[src/rtl/params_noc.sv]
// Shared NoC types for the wormhole output-link arbiter.
//   flit_label_t   : framing label carried by every flit
//   flit_Data_noVC : one flit without a virtual-channel field (label + payload)
//   arb_state_t    : link ownership state (IDLE = free, LOCKED = owned until TAIL)
package params_noc;

  localparam int DATA_W = 16;

  typedef enum logic [1:0] {
    HEAD     = 2'd0,
    BODY     = 2'd1,
    TAIL     = 2'd2,
    HEADTAIL = 2'd3
  } flit_label_t;

  typedef struct packed {
    flit_label_t       label;
    logic [DATA_W-1:0] data;
  } flit_Data_noVC;

  typedef enum logic {
    IDLE   = 1'b0,
    LOCKED = 1'b1
  } arb_state_t;

endpackage

[src/rtl/rr_arbiter.sv]
// Combinational round-robin search.
//   req    : request vector, bit k = input k wants the link
//   rr_ptr : first index examined; the search walks upward and wraps NUM_IN-1 -> 0
//   gnt    : one-hot winner (all zero when nothing requests)
//   idx    : binary index of the winner (0 when nothing requests)
module rr_arbiter #(
  parameter int NUM_IN = 5,
  parameter int PTR_W  = $clog2(NUM_IN)
) (
  input  logic [NUM_IN-1:0] req,
  input  logic [PTR_W-1:0]  rr_ptr,
  output logic [NUM_IN-1:0] gnt,
  output logic [PTR_W-1:0]  idx
);

  always_comb begin
    logic [PTR_W-1:0] cand;
    logic             found;
    // NOTE: every output gets a default before any branch so no path leaves
    // a value unassigned, which would otherwise infer a latch.
    gnt   = '0;
    idx   = '0;
    found = 1'b0;
    cand  = rr_ptr;
    for (int i = 0; i < NUM_IN; i++) begin
      if (!found && req[cand]) begin
        found     = 1'b1;
        gnt[cand] = 1'b1;
        idx       = cand;
      end
      // Wrap on an explicit compare: NUM_IN need not be a power of two.
      cand = (cand == PTR_W'(NUM_IN - 1)) ? '0 : cand + PTR_W'(1);
    end
  end

endmodule

[src/rtl/wormhole_arbiter.sv]
// Wormhole arbiter: NUM_IN input circular buffers share one output link.
// A HEAD flit locks the link to its buffer until that buffer's TAIL passes;
// single-flit packets (HEADTAIL) never lock. Misframed flits are still
// forwarded but flag proto_err_o for one cycle.
//   clk, rst_n    : clock, asynchronous active-low reset
//   buf_empty_i   : per-buffer empty flags (request = !empty)
//   flit_i        : head flit of each buffer
//   down_on_i     : downstream can accept a flit this cycle
//   read_o        : combinational pop strobe, at most one bit high
//   flit_o        : registered forwarded flit (holds when nothing is popped)
//   flit_valid_o  : high the cycle after a pop
//   grant_o       : one-hot owner while LOCKED, zero otherwise
//   proto_err_o   : one-cycle framing-violation pulse
module wormhole_arbiter
  import params_noc::*;
#(
  parameter int NUM_IN = 5,
  parameter int PTR_W  = $clog2(NUM_IN)
) (
  input  logic          clk,
  input  logic          rst_n,
  input  logic [NUM_IN-1:0] buf_empty_i,
  input  flit_Data_noVC flit_i [NUM_IN],
  input  logic          down_on_i,
  output logic [NUM_IN-1:0] read_o,
  output flit_Data_noVC flit_o,
  output logic          flit_valid_o,
  output logic [NUM_IN-1:0] grant_o,
  output logic          proto_err_o
);

  arb_state_t        state_q, state_d;
  logic [PTR_W-1:0]  owner_q, owner_d;
  logic [PTR_W-1:0]  rr_ptr_q, rr_ptr_d;
  logic [PTR_W-1:0]  win_idx, pop_idx;
  logic [NUM_IN-1:0] req, win_gnt;
  logic              pop, err_d;
  flit_Data_noVC     pop_flit;

  function automatic logic [PTR_W-1:0] next_ptr(input logic [PTR_W-1:0] p);
    return (p == PTR_W'(NUM_IN - 1)) ? '0 : p + PTR_W'(1);
  endfunction

  assign req = ~buf_empty_i;

  rr_arbiter #(.NUM_IN(NUM_IN), .PTR_W(PTR_W)) u_rr_arbiter (
    .req    (req),
    .rr_ptr (rr_ptr_q),
    .gnt    (win_gnt),
    .idx    (win_idx)
  );

  // Pop selection. Gated by rst_n so no buffer is drained while reset is held.
  always_comb begin
    read_o  = '0;
    pop_idx = owner_q;
    if (rst_n && down_on_i) begin
      if (state_q == IDLE) begin
        read_o  = win_gnt;
        pop_idx = win_idx;
      end else begin
        read_o[owner_q] = req[owner_q];
      end
    end
  end

  assign pop      = |read_o;
  assign pop_flit = flit_i[pop_idx];

  // Next state: ownership, pointer advance and framing check.
  always_comb begin
    state_d  = state_q;
    owner_d  = owner_q;
    rr_ptr_d = rr_ptr_q;
    err_d    = 1'b0;
    if (pop) begin
      unique case (state_q)
        IDLE: begin
          if (pop_flit.label == HEAD) begin
            state_d = LOCKED;
            owner_d = pop_idx;
          end else begin
            // HEADTAIL, or a stray BODY/TAIL closed as a one-flit packet.
            rr_ptr_d = next_ptr(pop_idx);
            err_d    = (pop_flit.label == BODY) || (pop_flit.label == TAIL);
          end
        end
        LOCKED: begin
          if (pop_flit.label == TAIL) begin
            state_d  = IDLE;
            rr_ptr_d = next_ptr(owner_q);
          end else begin
            err_d = (pop_flit.label == HEAD) || (pop_flit.label == HEADTAIL);
          end
        end
        default: ;
      endcase
    end
  end

  always_ff @(posedge clk or negedge rst_n) begin
    if (!rst_n) begin
      state_q      <= IDLE;
      owner_q      <= '0;
      rr_ptr_q     <= '0;
      flit_o       <= '0;
      flit_valid_o <= 1'b0;
      proto_err_o  <= 1'b0;
    end else begin
      // NOTE: non-blocking assignments so every register samples pre-edge
      // values regardless of statement order.
      state_q      <= state_d;
      owner_q      <= owner_d;
      rr_ptr_q     <= rr_ptr_d;
      flit_valid_o <= pop;
      proto_err_o  <= err_d;
      if (pop) flit_o <= pop_flit;
    end
  end

  always_comb begin
    grant_o = '0;
    if (state_q == LOCKED) grant_o[owner_q] = 1'b1;
  end

endmodule

[config.mk]
export PLATFORM = sky130hd
export DESIGN_NAME = wormhole_arbiter
export DESIGN_NICKNAME = d
export VERILOG_FILES = /design/src/rtl/params_noc.sv /design/src/rtl/rr_arbiter.sv /design/src/rtl/wormhole_arbiter.sv
export SDC_FILE = /design/constraint.sdc
export NUM_CORES = 1
export LEC_CHECK = 0
export ABC_AREA = 1
export CAP_MARGIN = 20
export CORE_MARGIN = 5
export CORE_UTILIZATION = 44
export CTS_CLUSTER_SIZE = 10
export DETAILED_ROUTE_END_ITERATION = 6
export PLACE_DENSITY_LB_ADDON = 0.12
export SYNTH_ARGS = -nofsm -noshare
export SYNTH_HDL_FRONTEND = slang
export SYNTH_SLANG_ARGS = --single-unit
[constraint.sdc]
create_clock -name clk -period 4.8 [get_ports clk]
set_clock_uncertainty 0.2 [all_clocks]
set_input_delay 0.96 -clock clk [delete_from_list [all_inputs] [get_ports clk]]
set_output_delay 0.96 -clock clk [all_outputs]
set_load 0.005 [all_outputs]
=== After elaboration in Yosys (flattened, before gate mapping) ===
Index checks and enable logic that the tools add are counted.

* Word-level logic and storage cells: 128
* Register bits: 27
* Input port bits: 98
* Output and inout port bits: 30

* Eq/ne operators: 11
* Bitwise operators: 8
* $lt $le $gt $ge: 13
* Multiplexer cells: 62
* Add/subtract/negate cells: 6
* Reduce and logical (&&, ||, !) cells: 21

{| class="wikitable"
|+ Operators by type and width
! operator !! count
|-
| binary-select mux 18 bit (select 3 bit) || 1
|-
| two-way mux 3 bit || 15
|-
| two-way mux 5 bit || 8
|-
| two-way mux 18 bit || 2
|-
| less-than comparator 3 x 4 -> 1 bit, second input constant || 6
|-
| two-way mux 1 bit || 21
|-
| bitwise OR 5 bit || 4
|-
| adder 3 x 1 -> 3 bit, second input constant || 6
|-
| binary-select mux 1 bit (select 3 bit) || 6
|-
| demux 1 bit (select 3 bit) || 6
|-
| equality test 3 bit, second input constant || 6
|-
| greater-or-equal comparator 3 x 1 -> 1 bit, second input constant || 6
|-
| logical AND 1 bit || 11
|-
| case mux 3 bit (2 select lines) || 1
|-
| AND reduction 3 bit || 2
|-
| AND 5 bit || 1
|-
| NOT 5 bit || 1
|-
| OR reduction 5 bit || 1
|-
| equality test 2 bit, second input constant || 2
|-
| greater-or-equal comparator 4 bit, second input constant || 1
|-
| logical NOT 1 bit || 4
|-
| NOT 3 -> 4 bit || 1
|-
| case mux 1 bit (2 select lines) || 2
|-
| equality test 2 x 1 -> 1 bit, second input constant || 1
|-
| 5 further kinds || 6
|}

=== Logic depth before layout (Yosys ltp) ===
Gate-level depths: netlist of the first run.

* Word-level depth: 27
* Depth in mapped cells: 33
* Mapped depth without buffers: 32

=== Modules after synthesis ===
From an unflattened synthesis of the first run, not the netlist that was laid out.

* Cell total of the unflattened synthesis: 571
* Area total of the unflattened synthesis: 3352.0 um2

{| class="wikitable"
|+ Modules (own cells, without submodules)
! module !! area an instance (um2) !! seq. area each (um2) !! cells each !! instances
|-
| wormhole_arbiter || 2332.2 || 675.6 || 368 || 1
|-
| rr_arbiter || 1019.7 || 0.0 || 203 || 1
|}

=== Worst setup path after synthesis of the first run ===
No wires, ideal clock.

* Path type: register to register
* Start: register rr_ptr_q[0]
* End: register proto_err_o
* Buffers on the path: 1
* Slack: 719 ps
* Clock period less this slack: 4081 ps
* Stages on the path, launching flop included: 34
* Data required time: 4487 ps
* Library setup time: 113 ps
* Arrival time: 3768 ps
* Cell sequence: dfrtp_1 -> inv_1 -> ha_1 -> nand2_2 -> nand2_2 -> buf_6 -> ha_1 -> nand4_1 -> nand2_4 -> ha_1 -> nor2_1 -> inv_1 -> nand2_1 -> nand3_2 -> nand2_2 -> inv_2 -> nor2_2 -> nand2_1 -> nand3_1 -> nand2_2 -> nand2_2 -> nand2_2 -> nand3_4 -> nand2_4 -> inv_4 -> nand2_2 -> inv_4 -> nand2_1 -> nand2_1 -> nand2_1 -> ha_1 -> xor2_1 -> nand2_1 -> inv_1

* Longest elaborated chain between the ends: 26
* Elaborated cells between the ends (all ways): 92
* Those cells by class: add/sub (4); order compare (10); eq/ne (7); mux (49); bitwise (5); reduce/logical (17)

{| class="wikitable"
|+ RTL lines
! item !! line !! RTL
|-
| start, declared || wormhole_arbiter.sv:34 || <nowiki>logic [PTR_W-1:0] rr_ptr_q, rr_ptr_d;</nowiki>
|-
| start signal, assigned || wormhole_arbiter.sv:114 || <nowiki>rr_ptr_q <= rr_ptr_d;</nowiki>
|-
| parallel branches: the longest is 25 deep, another holds adder 3 x 1 -> 3 bit || n/a ||
|-
| two-way mux 1 bit (*) || wormhole_arbiter.sv:76 || <nowiki>if (pop) begin</nowiki>
|-
| net err_d || wormhole_arbiter.sv:37 || <nowiki>logic pop, err_d;</nowiki>
|-
| end signal, assigned || wormhole_arbiter.sv:116 || <nowiki>proto_err_o <= err_d;</nowiki>
|-
| end, declared || wormhole_arbiter.sv:29 || <nowiki>output logic proto_err_o</nowiki>
|}

Mark *: on every way through the listed nets, which the timed path passes. The select of a mux whose other input is x is not followed.
A chain may end at the register's enable or synchronous reset.

=== Final worst setup path of the first run ===
* Start: register rr_ptr_q[0]
* End: output read_o[4]

* Longest elaborated chain between the ends: 17
* Elaborated cells between the ends (all ways): 70
* Those cells by class: add/sub (4); order compare (10); eq/ne (4); mux (35); bitwise (4); reduce/logical (13)

{| class="wikitable"
|+ RTL lines
! item !! line !! RTL
|-
| parallel branches: the longest is 14 deep, another holds less-than comparator 3 x 4 -> 1 bit || n/a ||
|-
| two-way mux 5 bit (*) || rr_arbiter.sv:26 || <nowiki>if (!found && req[cand]) begin</nowiki>
|-
| two-way mux 5 bit (*) || wormhole_arbiter.sv:58 || <nowiki>if (state_q == IDLE) begin</nowiki>
|-
| two-way mux 5 bit (*) || wormhole_arbiter.sv:57 || <nowiki>if (rst_n && down_on_i) begin</nowiki>
|-
| end, declared || wormhole_arbiter.sv:25 || <nowiki>output logic [NUM_IN-1:0] read_o,</nowiki>
|}

Every way passes the cells marked *. The select of a mux whose other input is x is not followed.

==> results.md, run 1 <==
* Status: complete, no violations
* Initial antenna violation count at 0
* Slowest-stage cell, CP: clkdlybuf4s50_1
* Root Driver: clkbuf_8
* Startpoint types: flop
* Non-filler instance count after layout at 742
* Synth top area share at 0.215
* Largest area contributor in the netlist: dfrtp_1
* Final max-slew violation count at 0
* Mapped cell area at 0.00315 mm^2
* Ys async rst share at 1.00
* Cell Chain, Critical Path: inv_2 > ha_4 > nand2_2 > nand2_2 > ha_4 > nand4_1 > nand2_4 > ha_2 > inv_2 > nand3_4 > nor2_4 > nor2_2 > nor2_1 > nand3_1 > nand2_2 > nand3_4 > o21ai_2 > nand2_1 > nand2_2 > clkdlybuf4s50_1
* Hold buffers post-CTS at 0
* Die ar. at 0.00895 mm^2
* Seq/Total Area, Yosys at 0.215
* Vias at 3977
* # diodes at 0
* Leakage at 2.17 nW
* CTS sink count at 27
* Mapped Nets at 625
* Cells after Synth at 515
* CP dominant cell by count: nand2_2
* Top-count cell post-synth: nand2_1
* Die width at 94.6 um
* Final worst path period share at 0.963
* DRC violations left at 0
* Avg Inst Size Synth at 6.12 um^2
* Minimum clock period after layout at 4.62 ns
* DP Area at 0.00450 mm^2
* Vias in the first global route at 3674
* Setup violators final at 0
* First-pass GRT wire length at 17300 um
* Worst-skew pair later-pin latency at 0.27 ns
* Most common library cells after synthesis: nand2_1, nand3_1, nor2_1
* CTS tree: done
* CTS Buffer Depth at 2
* Die Height at 94.6 um
* Area grow syn2layout at 49.0%
* Post-Route WL at 11300 um
* Ys flop type: dfrtp_1
* Synth Register Bits at 27
* Via density at 5.36
* Final WS setup at 0.176 ns
* Crit path required time at 3.64 ns
* Layout cells sized above 1 at 0.132
* Worst path max stage delay at 0.50 ns
* H-Tree Depth at 1
* Top delay family on crit path: simple AND/OR/NAND/NOR gates
* Max-cap viol count at 0
* Crit path DAT at 3.46 ns
* Pre-antenna DRT Iters at 5
* DRT iter0 DRCs at 273
* Setup TNS at 0 ns
* Final RePlAce weighted congestion at 0.989
* FF-to-FF setup slack at 0.61 ns
* Largest net degree at the start of global routing at 36
* # IOs at 128
* Hold Path Class: reg -> reg
* Total power at 0.00335 W
* VDD IR max at 315 uV
* Power per cell area at 715 mW/mm^2
* Max FO, Critical Path at 5
* DP HPWL at 9140 um
* Row count at 30
* CP endpoint kind: output port
* Design area at 0.00469 mm^2
* Initial Utilization at 0.458
* Fmax at 216 MHz
* Core box area at 0.00687 mm^2
* Cell count after placement at 731
* Final #Nets at 757
* YS warnings at 0
* Clk pin slew, worst setup/hold paths at 0.09 ns
* Post-place setup slack at 0.159 ns
* PortBufs at 127
* Fillers at 630
* Final hold vios at 0
* Crit Path Class: reg -> out
* Total grt overflow at 0
* Inserted Clock Buffers at 3
* CP bufs+invs at 3
* EDFF count, synth at 0
* Netlist cell types at 37
* Slew headroom at 0.511
* Gr usage total at 0.242
* Post-route ant nets at 0
* Worst Tran Pin Value at 0.730 ns
* Synth top area cells: dfrtp_1, nand2_1, nand3_1
* Post-DR wirelength/cell at 15.2 um
[registers in the layout (all words and copies together), names as in the netlist]
| signal | count |
|---|---|
| proto_err_o | 1 |
| rr_ptr_q | 3 |
| state_q | 1 |
| owner_q | 3 |
| flit_o | 18 |
| flit_valid_o | 1 |
[per-layer routing]
| layer | part of all wire | global-route usage |
|---|---|---|
| met5 | 0 | 0 |
| met4 | 0.011 | 0.0397 |
| met3 | 0.074 | 0.0446 |
| met2 | 0.50 | 0.418 |
| met1 | 0.41 | 0.318 |
[area by class of cell]
class,instances,area [um^2],area share
multi-input cells,415,2210,0.470
repair buffers,149,1440,0.307
flip-flops and latches,27,676,0.144
inverters,51,199,0.0424
well taps,96,120,0.0256
clock buffers,3,41.3,0.00880
clock inverters,1,7.51,0.00160
[metrics by stage]
stage           util  hold WS [ns]
2_1_floorplan      -         0.326
3_3_place_gp   0.655         0.327
3_5_place_dp   0.655         0.333
4_1_cts        0.666         0.347
5_1_grt        0.683         0.371
6_report       0.683         0.346
[timing repair]
| item | in CTS | in global routing |
|---|---|---|
| endpoints found under the setup margin | 3 | 5 |
| buffers inserted | 0 | 7 |
| pin swaps | 0 | 3 |
| gates resized for setup | 5 | 20 |
[worst paths after layout]
path / from / to / cells past startpoint
min: flit_o[17]$_DFFE_PN0P_ / flit_o[17]$_DFFE_PN0P_ / 2
max reg2reg: rr_ptr_q[0]$_DFFE_PN0P_ / proto_err_o$_DFF_PN0_ / 28
max: rr_ptr_q[0]$_DFFE_PN0P_ / read_o[4] / 20
min reg2reg: flit_o[17]$_DFFE_PN0P_ / flit_o[17]$_DFFE_PN0P_ / 2
max in group asynchronous: rst_n / flit_o[6]$_DFFE_PN0P_ / 2
min in group asynchronous: rst_n / flit_o[16]$_DFFE_PN0P_ / 2
[report_power, final]
| part | leakage (nW) | total, W | switching (W) | internal (W) |
|---|---|---|---|---|
| clock | 0.0217 | 0.000126 | 0.0000673 | 0.0000588 |
| sequential | 0.318 | 0.000418 | 0.0000825 | 0.000336 |
| combinational | 1.83 | 0.00281 | 0.00173 | 0.00108 |
| total | 2.17 | 0.00335 | 0.00188 | 0.00148 |
[cell families after synthesis]
kind of cell	synth area share
compound gates	0.106
xor+xnor	0.00556
fa+ha+maj	0.0477
buf+inv	0.111
flops	0.215
simple gates	0.515
[tightest hold or removal path: stages (launching register included)]
cell and delay (ns):
dfrtp_1 0.39, inv_1 0.05, o21ai_0 0.07
[cell usage in the layout, fill, tap and decap left out, drive strengths merged]
cell / netlist / layout
dfrtp: 27 / 27
o21ai: 18 / 18
nand3b: 2 / 2
a22oi: 1 / 1
a2111oi: 1 / 1
a21oi: 9 / 9
a32oi: 1 / 1
nand3: 115 / 115
dlymetal6s2s: 0 / 1
nor3: 4 / 4
o211ai: 2 / 2
nor2: 47 / 47
nand4: 5 / 5
xor2: 1 / 1
o22ai: 2 / 2
inv: 50 / 50
a31oi: 19 / 19
xnor2: 1 / 1
o31ai: 2 / 2
clkbuf: 2 / 3
o21bai: 1 / 1
clkinv: 1 / 1
ha: 12 / 12
buf: 20 / 22
clkinvlp: 0 / 1
clkdlybuf4s50: 0 / 126
nand2: 172 / 172
Power figures use the tool's default switching activity.
==> run 2: changes to the inputs <==
CTS_CLUSTER_SIZE = 14   (was 10)
==> results of run 2 <==
No change in the layout: final DEF, timing and power equal those of run 1.
==> run 3: changes to the inputs <==
--- a/config.mk
+++ b/config.mk
@@ -13,4 +13,5 @@
 export DETAILED_ROUTE_END_ITERATION = 6
 export PLACE_DENSITY_LB_ADDON = 0.12
+export RECOVER_POWER = 25
 export SYNTH_ARGS = -nofsm -noshare
 export SYNTH_HDL_FRONTEND = slang
==> constraint.sdc (replaced) <==
create_clock -name clk -period 4.8 [get_ports clk]
set_clock_uncertainty 0.2 [all_clocks]
set_input_delay 0.96 -clock clk [delete_from_list [all_inputs] [get_ports clk]]
set_output_delay 0.96 -clock clk [all_outputs]
set_load 0.05 [all_outputs]
==> run 3 against run 2 <==
Net effect: register-to-register slack worse by 0.22 ns; hold slack worse by 0.0035 ns; critical endpoint unchanged; clock-buffer cell count unchanged; final cell count down 0.94%; flip-flop and latch count unchanged; cell area down 1.1%.
==> results.md, run 3 (same netlist as run 1, synthesis figures left out) <==
* Status: complete, no violations
* Top delay family on crit path: simple AND/OR/NAND/NOR gates
* Worst path max stage delay at 0.46 ns
* DRC violations left at 0
* CTS Buffer Depth at 2
* First-pass GRT wire length at 17300 um
* CP bufs+invs at 3
* Minimum clock period after layout at 4.59 ns
* Worst setup endpoint: read_o[4]
* Pre-antenna DRT Iters at 5
* Worst-skew pair later-pin latency at 0.28 ns
* Crit path DAT at 3.43 ns
* Most flop-heavy register: flit_o
* Setup violators final at 0
* VDD IR max at 409 uV
* Post-route ant nets at 0
* Initial antenna violation count at 0
* Via density at 5.30
* CP endpoint kind: output port
* Vias at 3893
* Gr usage total at 0.238
* Largest net degree at the start of global routing at 36
* Final worst path period share at 0.957
* Max FO, Critical Path at 6
* Total grt overflow at 0
* Most frequent cells in the layout: nand2_1, clkdlybuf4s50_1, nand3_1
* Crit path required time at 3.64 ns
* Power per cell area at 756 mW/mm^2
* Clk pin slew, worst setup/hold paths at 0.09 ns
* Reg area at 677 um^2
* Area grow syn2layout at 47.3%
* Layout Utilization at 0.675
* Commonest non-fill, non-tap cell in the layout: nand2_1
* Biggest regs: flit_o: 18 flops, owner_q: 3 flops, rr_ptr_q: 3 flops
* # diodes at 0
* H-Tree Depth at 1
* Final max-slew violation count at 0
* PortBufs at 127
* Die ar. at 0.00895 mm^2
* Crit Path Class: reg -> out
* Hold Path Class: reg -> reg
* RR Startpoint: rr_ptr_q[1]$_DFFE_PN0P_
* Multi-input gate area at 0.00216 mm^2
* Max FFs per register at 18
* CTS sink count at 27
* Startpoint types: flop
* Root Driver: clkbuf_8
* Leakage at 2.13 nW
* Die width at 94.6 um
* Cell Chain, Critical Path: inv_1 > ha_1 > inv_2 > ha_4 > nand4_1 > nand2_4 > ha_2 > nor2_2 > nand2_1 > nand2_1 > nand2_1 > nand2_1 > nor2_1 > nand4_1 > nand2_2 > nand3_2 > o21ai_1 > nand2_1 > nand2_2 > buf_12
* CP dominant cell by count: nand2_1
* Post-Route WL at 10700 um
* Fmax at 218 MHz
* FF-to-FF setup slack at 0.39 ns
* Layout cells sized above 1 at 0.116
* DRT iter0 DRCs at 278
* Hold buffers post-CTS at 0
* Slowest-stage cell, CP: dfrtp_2
* Min Hold Slack at 0.342 ns
* Final hold vios at 0
* Cell count after placement at 728
* RR Endpoint: proto_err_o$_DFF_PN0_
* WP depth at 20
* Fillers at 642
* Max-cap viol count at 0
* Setup crit start: rr_ptr_q[1]$_DFFE_PN0P_
* Slew headroom at 0.0102
* Initial Utilization at 0.458
* Final #Nets at 750
* FF-to-FF path depth at 28
* DP HPWL at 8610 um
* Inserted Clock Buffers at 3
* Die Height at 94.6 um
* Vias in the first global route at 3706
* Final RePlAce weighted congestion at 0.951
* CTS tree: done
* Worst Tran Pin Value at 1.48 ns
* Post-DR wirelength/cell at 14.5 um
* Row count at 30
* # IOs at 128
* Non-filler instance count after layout at 735
* Core box area at 0.00687 mm^2
==> run 3: changes by cell type in the layout (fill, tap and decap cells not counted), moves of 3 or more <==
cell             before  now
clkdlybuf4s50_1     126  121
o21ai_2               4    1
o21ai_1               5    8
buf_4                21   14
buf_12                0    5
==> run 3: area by class of cell <==
type / count / area share
repair buffers: 142 / 0.308
well taps: 96 / 0.0259
clock buffers: 3 / 0.00890
multi-input cells: 415 / 0.466
clock inverters: 1 / 0.00162
inverters: 51 / 0.0431
flip-flops and latches: 27 / 0.146
==> run 3: per-stage QoR <==
stage,TNS [ns],worst slack [ns],total power (W),area (um^2)
after CTS,0,0.00939,0.00339,4580
after global routing,-0.0336,-0.0336,0.00385,4640
after detailed placement,0,0.233,0.00324,4530
final,0,0.206,0.00351,4640
after floorplan,0,0.488,0.00256,3150
after global placement,0,0.430,0.00320,4530
==> run 3: how the worst min path moves through the flow <==
stage	start	depth (start not counted)	end
after floorplan	owner_q[1]$_DFFE_PN0P_	2	owner_q[1]$_DFFE_PN0P_
after global placement	flit_o[16]$_DFFE_PN0P_	2	flit_o[16]$_DFFE_PN0P_
after detailed placement	flit_o[16]$_DFFE_PN0P_	2	flit_o[16]$_DFFE_PN0P_
after CTS	flit_o[16]$_DFFE_PN0P_	2	flit_o[16]$_DFFE_PN0P_
after global routing	flit_o[3]$_DFFE_PN0P_	2	flit_o[3]$_DFFE_PN0P_
final	flit_o[16]$_DFFE_PN0P_	2	flit_o[16]$_DFFE_PN0P_
==> run 3: worst register-to-register path, delay by kind of cell (launching register included) <==
kind / cells / cell delay [ns]
and+or+nand+nor: 18 / 1.94
adders and majority gates: 4 / 0.95
xor gates and xnor gates: 1 / 0.16
DFF: 1 / 0.46
buffers and inverters: 5 / 0.58
==> run 3: per-layer routing <==
layer  routed length [um]  up-vias  track usage
li1                     -     1961            -
met1                 4510     1774        0.317
met2                 5120      138        0.382
met3                  798       20       0.0590
met4                  229        0       0.0649
met5                    0        -            0
==> run 3: where the power goes <==
part | switching [W] | leakage [nW] | internal [W] | total [W]
registers | 0.0000781 | 0.316 | 0.000336 | 0.000414
logic | 0.00195 | 1.80 | 0.00101 | 0.00296
clock network | 0.0000750 | 0.0217 | 0.0000590 | 0.000134
total | 0.00211 | 2.13 | 0.00140 | 0.00351
==> run 3: repair_timing <==
action / in CTS / in global routing
endpoints found under the setup margin: 1 / 10
buffers inserted: 1 / 2
pin swaps: 1 / 0
gates resized for setup: 1 / 10
